$ cat src/rtl/traffic_fsm.sv
// Single-approach traffic light: car head and pedestrian head driven by a timed phase cycle.
// Optional build macro WALK_BLINK_EN blinks the walk lamp during pedestrian clearance.
module traffic_fsm #(
  parameter int T_GREEN  = 10,
  parameter int T_LEFT   = 5,
  parameter int T_YELLOW = 3,
  parameter int T_CLEAR  = 4,
  parameter int CW       = 8
) (
  input  logic       clk,
  input  logic       reset_n,
  input  logic       i_start,
  input  logic       i_flag,
  output logic [3:0] o_car_traffic,
  output logic [1:0] o_walker_traffic
);

  // state  | meaning
  // IDLE   | waiting for i_start, car red / don't-walk
  // GREEN  | car green for T_GREEN cycles
  // LEFT   | left-turn arrow for T_LEFT cycles
  // YELLOW | car yellow for T_YELLOW cycles
  // RED    | car red for the other road's whole non-red time; walk until the last T_CLEAR cycles
  localparam logic [2:0] S_IDLE   = 3'd0;
  localparam logic [2:0] S_GREEN  = 3'd1;
  localparam logic [2:0] S_LEFT   = 3'd2;
  localparam logic [2:0] S_YELLOW = 3'd3;
  localparam logic [2:0] S_RED    = 3'd4;

  localparam logic [CW-1:0] LD_GREEN  = CW'(T_GREEN - 1);
  localparam logic [CW-1:0] LD_LEFT   = CW'(T_LEFT - 1);
  localparam logic [CW-1:0] LD_YELLOW = CW'(T_YELLOW - 1);
  localparam logic [CW-1:0] LD_RED    = CW'(T_GREEN + T_LEFT + T_YELLOW - 1);
  localparam logic [CW-1:0] CLR_CNT   = CW'(T_CLEAR);

  logic [2:0]    state_q, state_d;
  logic [CW-1:0] cnt_q, cnt_d;
  logic          cnt_tc;

  assign cnt_tc = (cnt_q == '0);

  always_ff @(posedge clk or negedge reset_n) begin
    if (!reset_n) begin
      state_q <= S_IDLE;
      cnt_q   <= '0;
    end else begin
      state_q <= state_d;
      cnt_q   <= cnt_d;
    end
  end

  // Each phase loads count-1 on entry and hands over when the counter reaches zero.
  always_comb begin
    state_d = state_q;
    cnt_d   = cnt_q - CW'(1);
    case (state_q)
      S_IDLE: begin
        cnt_d = '0;
        if (i_start) begin
          if (i_flag) begin
            state_d = S_GREEN;
            cnt_d   = LD_GREEN;
          end else begin
            state_d = S_RED;
            cnt_d   = LD_RED;
          end
        end
      end
      S_GREEN: begin
        if (cnt_tc) begin
          state_d = S_LEFT;
          cnt_d   = LD_LEFT;
        end
      end
      S_LEFT: begin
        if (cnt_tc) begin
          state_d = S_YELLOW;
          cnt_d   = LD_YELLOW;
        end
      end
      S_YELLOW: begin
        if (cnt_tc) begin
          state_d = S_RED;
          cnt_d   = LD_RED;
        end
      end
      S_RED: begin
        if (cnt_tc) begin
          state_d = S_GREEN;
          cnt_d   = LD_GREEN;
        end
      end
      default: begin
        state_d = S_IDLE;
        cnt_d   = '0;
      end
    endcase
  end

`ifdef WALK_BLINK_EN
  // First clearance cycle (counter == T_CLEAR-1) shows walk, then alternates.
  localparam bit CLR_PAR = (((T_CLEAR - 1) % 2) == 1);
  logic blink_on;
  assign blink_on = (cnt_q[0] == CLR_PAR);
`endif

  always_comb begin
    o_car_traffic    = 4'b0001;
    o_walker_traffic = 2'b01;
    case (state_q)
      S_GREEN:  o_car_traffic = 4'b1000;
      S_LEFT:   o_car_traffic = 4'b0100;
      S_YELLOW: o_car_traffic = 4'b0010;
      S_RED: begin
        o_car_traffic = 4'b0001;
        if (cnt_q >= CLR_CNT) begin
          o_walker_traffic = 2'b10;
        end else begin
`ifdef WALK_BLINK_EN
          o_walker_traffic = {blink_on, 1'b0};
`else
          o_walker_traffic = 2'b01;
`endif
        end
      end
      default: begin
        o_car_traffic    = 4'b0001;
        o_walker_traffic = 2'b01;
      end
    endcase
  end

endmodule

$ cat config.mk
export PLATFORM = sky130hd
export DESIGN_NAME = traffic_fsm
export DESIGN_NICKNAME = d
export VERILOG_FILES = /design/src/rtl/traffic_fsm.sv
export SDC_FILE = /design/constraint.sdc
export NUM_CORES = 1
export LEC_CHECK = 0
export BUFFER_PORTS_ARGS = -buffer_cell sky130_fd_sc_hd__buf_2
export CAP_MARGIN = 0
export CORE_UTILIZATION = 55
export DETAILED_ROUTE_END_ITERATION = 16
export GPL_ROUTABILITY_DRIVEN = 0
export GPL_TIMING_DRIVEN = 0
export PLACE_DENSITY = 0.8
export SLEW_MARGIN = 20
export SYNTH_ARGS = -nofsm -noshare
export SYNTH_HDL_FRONTEND = slang
export SYNTH_SLANG_ARGS = --single-unit
$ cat constraint.sdc
create_clock -name clk -period 4.7 [get_ports clk]
set_clock_uncertainty 0.2 [all_clocks]
set_input_delay 0.94 -clock clk [delete_from_list [all_inputs] [get_ports clk]]
set_output_delay 0.94 -clock clk [all_outputs]
set_load 0.05 [all_outputs]
### Word-level counts from Yosys, hierarchy flattened

Index checks and enable logic that the tools add are counted.

* add/subtract/negate cells: 1
* $lt $le $gt $ge: 1
* equality and inequality tests: 9
* mux-type cells: 17
* reduce and logical (&&, ||, !) cells: 3

Operator list (count)
* $pmux W8 S5: 1
* $mux W8: 4
* $mux W3: 6
* $pmux W3 S5: 1
* $pmux W4 S3: 1
* $mux W5: 2
* $ne A2 B2 Y1 const B: 5
* $ge A8 B3 Y1 const B: 1
* $logic_not A8 Y1: 1
* $sub A8 B1 Y8 const B: 1
* $eq A3 B2 Y1 const B: 2
* $reduce_and A5 Y1: 1
* $mux W2: 2
* $eq A3 B1 Y1 const B: 1
* $eq A3 B3 Y1 const B: 1
* $logic_not A3 Y1: 1

* bits in registers: 11
* bits of input ports: 4
* output and inout port bits: 6

### Longest topological paths before layout

* word-level depth: 3
* depth in mapped cells: 7

### Least setup slack after synthesis

No wires, ideal clock.

* path type: reg-to-output
* start point: register state_q[1]
* end point: output port o_walker_traffic[0]
* arrival time: 2.133 ns
* path slack: 1.427 ns
* stages on the path, launching flop included: 6
* buffers on the path: 1
* cells stage by stage: dfrtp_1 clkbuf_1 nor2_1 nand2_1 a21oi_1 inv_1

* word-level cells in the longest chain between the ends: 2

Ends and longest elaborated chain
* from (decl): line 36 `logic [2:0] state_q, state_d;`
* from (signal assigned): line 47 `state_q <= state_d;`
* $eq A3 B3 Y1: line 110 `case (state_q)`
* $mux W2: line 110
* to (decl): line 15 `output logic [1:0] o_walker_traffic`

No other way between the ends.

### Final worst setup path

* start point: register state_q[1]
* end point: output port o_walker_traffic[1]

The elaborated chain is that of the path after synthesis.

==> results by group <==
Status
  – Status: finished, final reports clean

Flow run
  – Max-capacitance violation count: 0

Synth
  – Register bit total from synthesis: 11
  – Most used DFF post-synth: dfrtp_1
  – Average cell area after synthesis: 8.79 µm²
  – Share of the synthesized area in the top cell type: 34.8%
  – Largest area contributor in the synthesized netlist: dfrtp_1
  – Count of warnings emitted by yosys: 0
  – Async set-or-reset flop fraction in the synthesized netlist: 100%
  – EDFF count, synth: 0
  – Sequential element share of the synthesized area: 34.8%
  – Distinct cell type count after synthesis: 37
  – Post-Synthesis Net Count: 96
  – Cell area after synthesis: 791 µm²
  – Synth area leaders: dfrtp_1 35%, xnor2_1 5.5%, nor2_1 4.3%, a21oi_1 3.8%, inv_1 3.3%
  – Gate Count Post-Synth: 90

Clock network
  – Register clock-pin slew on the reported worst setup and hold paths: 0.07 ns
  – CTS Buffer Depth: 2
  – Clock latency on the worst-skew pair: 0.28 ns
  – Number of resized instances in the post-cts repair step: 0
  – Maximum level of the CTS H-tree: 1
  – # clock sinks: 11
  – Clock buffer count from CTS: 3
  – Clock Root Buffer: clkbuf_4
  – Clock tree from TritonCTS: built
  – Setup repair bufs after CTS: 0
  – Hold Buf Count CTS: 0

Power
  – Portion of total power attributed to sequential cells: 56.1%
  – Areal power density over the cells: 191 mW/mm²
  – Switching Fraction: 23.4%
  – Combinational power share: 2.8%
  – Net switching power figure: 0.0395 mW
  – Leakage power of the design: 0.413 nW
  – Internal power consumption: 0.129 mW
  – Portion of total power attributed to the clock network: 41.1%
  – Peak supply drop: 0.000163 V
  – Tot Pwr: 0.168 mW

Placed design
  – Post-detailed-placement cell area: 855 µm²
  – Worst Setup Slack post-DPL: 2.14 ns
  – PortBufs: 9
  – Total placed cells including tap cells: 114
  – Placed wire-length estimate: 1220 µm

Global route
  – Maximum number of pins on one net before global-route repair: 12
  – Grt peak-use layer: met2
  – Vias in the first global route: 623
  – Met3 routing resource usage after global routing: 3.98%
  – Overall fraction of global-route tracks in use: 25.7%
  – GRT met2 Usage: 35.9%
  – Number of antenna violations at the first check in global routing: 0
  – Global-route wire length before repair: 2660 µm
  – Overflow after GRT: 0
  – Met1 usage: 35.4%

Route
  – Detailed Route WL: 1710 µm
  – Routed vias/inst: 6.19
  – Detailed Route Iter0 Violations: 32
  – Count of vias placed by the detailed router: 731
  – Antenna-violating nets left: 0
  – Remaining routing DRC violations: 0
  – Iteration count of the initial detailed-routing pass: 4
  – Routed wire length per instance: 14.5 µm

Timing
  – Setup violation total in the final timing report: 0
  – Fin Setup TNS: 0 ns
  – Minimum clock period after layout: 2.88 ns
  – RSZ-0062 raised after global routing: no
  – Worst-margin pin slew: 0.447 ns
  – Final hold violation count: 0
  – Worst path setup slack after routing: 1.82 ns
  – Final hold slack: 0.320 ns
  – Slew Viols, Final: 0
  – Part of the cycle the worst path needs: 61.2%
  – Max_slew headroom: 69.4%
  – Max Clk Rate: 348 MHz

Floorplanning
  – Die extent in y: 39.9 µm
  – Initial core utilization: 60.0%
  – Number of ports placed on the die boundary: 10
  – Die ar.: 0.00159 mm²
  – Num rows: 13
  – Area of the core: 0.00132 mm²
  – Width of the die: 39.9 µm

Final layout
  – Leading cell type in the layout, fill and taps excluded: dfrtp_1
  – Ratio of cells with drive above 1 in the final layout: 18.4%
  – Nets: 110
  – Non-filler cells in the finished layout: 118
  – Antenna diode instance count: 0
  – Post-Layout Inst Area: 881 µm²
  – Commonest non-fill, non-tap cells in the layout: 11 x dfrtp_1, 9 x nor2_1, 9 x buf_2
  – Final Util: 66.9%
  – Area growth, synth to finish: 11.4%

Min path
  – Type of the tightest min-delay check: in2async

Worst setup path
  – Arrival time of data at the critical path endpoint: 1.74 ns
  – Worst Setup End Kind: output port
  – Critical path start-end classification: reg2out
  – Kind of launch point of the worst setup path: register
  – Crit-path max FO: 9
  – CP required: 3.56 ns
registers in the layout (all words and copies together), names as in the netlist:
register / flops
cnt_q: 8
state_q: 3
layout make-up:
cell class / instances / area, µm²
fillers: 111 / 437
clock buffers: 4 / 26.3
inverters: 7 / 26.3
repair buffers: 9 / 45.0
plain buffers: 5 / 26.3
multi-input cells: 67 / 463
well taps: 15 / 18.8
flip-flops and latches: 11 / 275
worst paths after layout:
path	start	end	slack [ns]	cells after the start
max	state_q[1]	o_walker_traffic[1]	1.82	5
min	reset_n	cnt_q[7]	0.32	1
max reg2reg	cnt_q[0]	cnt_q[4]	2.69	7
min reg2reg	cnt_q[5]	cnt_q[5]	0.39	2
max in group asynchronous	reset_n	state_q[2]	3.77	1
min in group clk	cnt_q[5]	cnt_q[5]	0.39	2
per-layer routing:
metal / vias up / part of all wire, %
met4: 0 / 3.0
met1: 356 / 47
li1: 344 / -
met5: - / 0
met2: 24 / 45
met3: 7 / 4.7
power groups by stage:
stage          Clock, mW  Sequential, mW  Combinational (mW)
2_1_floorplan          0          0.0965             0.00104
3_3_place_gp           0          0.0964             0.00459
3_5_place_dp           0          0.0964             0.00468
4_1_cts           0.0684          0.0945             0.00472
5_1_grt           0.0718          0.0945             0.00544
6_report          0.0691          0.0945             0.00476
synth_stat cells (all sizes together) (3+ instances only):
master / instances
inv: 7
o21ai: 4
and3: 3
dfrtp: 11
nand2: 6
nor3b: 3
nor3: 5
clkbuf: 3
nor2: 9
xnor2: 5
a21oi: 6
kinds of logic (layout without fill, tap and decap cells):
family          count (synthesis)  after routing  share of synthesized area [%]
fa+ha+maj                       2              2                           3.16
xor+xnor                        6              6                           6.65
simple gates                   34             34                           25.0
mux                             3              3                           4.43
buf+inv                        12             25                           6.65
compound gates                 22             22                           19.3
flops                          11             11                           34.8
critical path, stage by stage, from the launching register on:
cell	delay [ns]
dfrtp_1	0.36
clkbuf_1	0.19
nor2_1	0.28
nand2_1	0.17
a21oi_1	0.17
buf_2	0.28
Note: power is estimated with default switching activity, not from simulation.
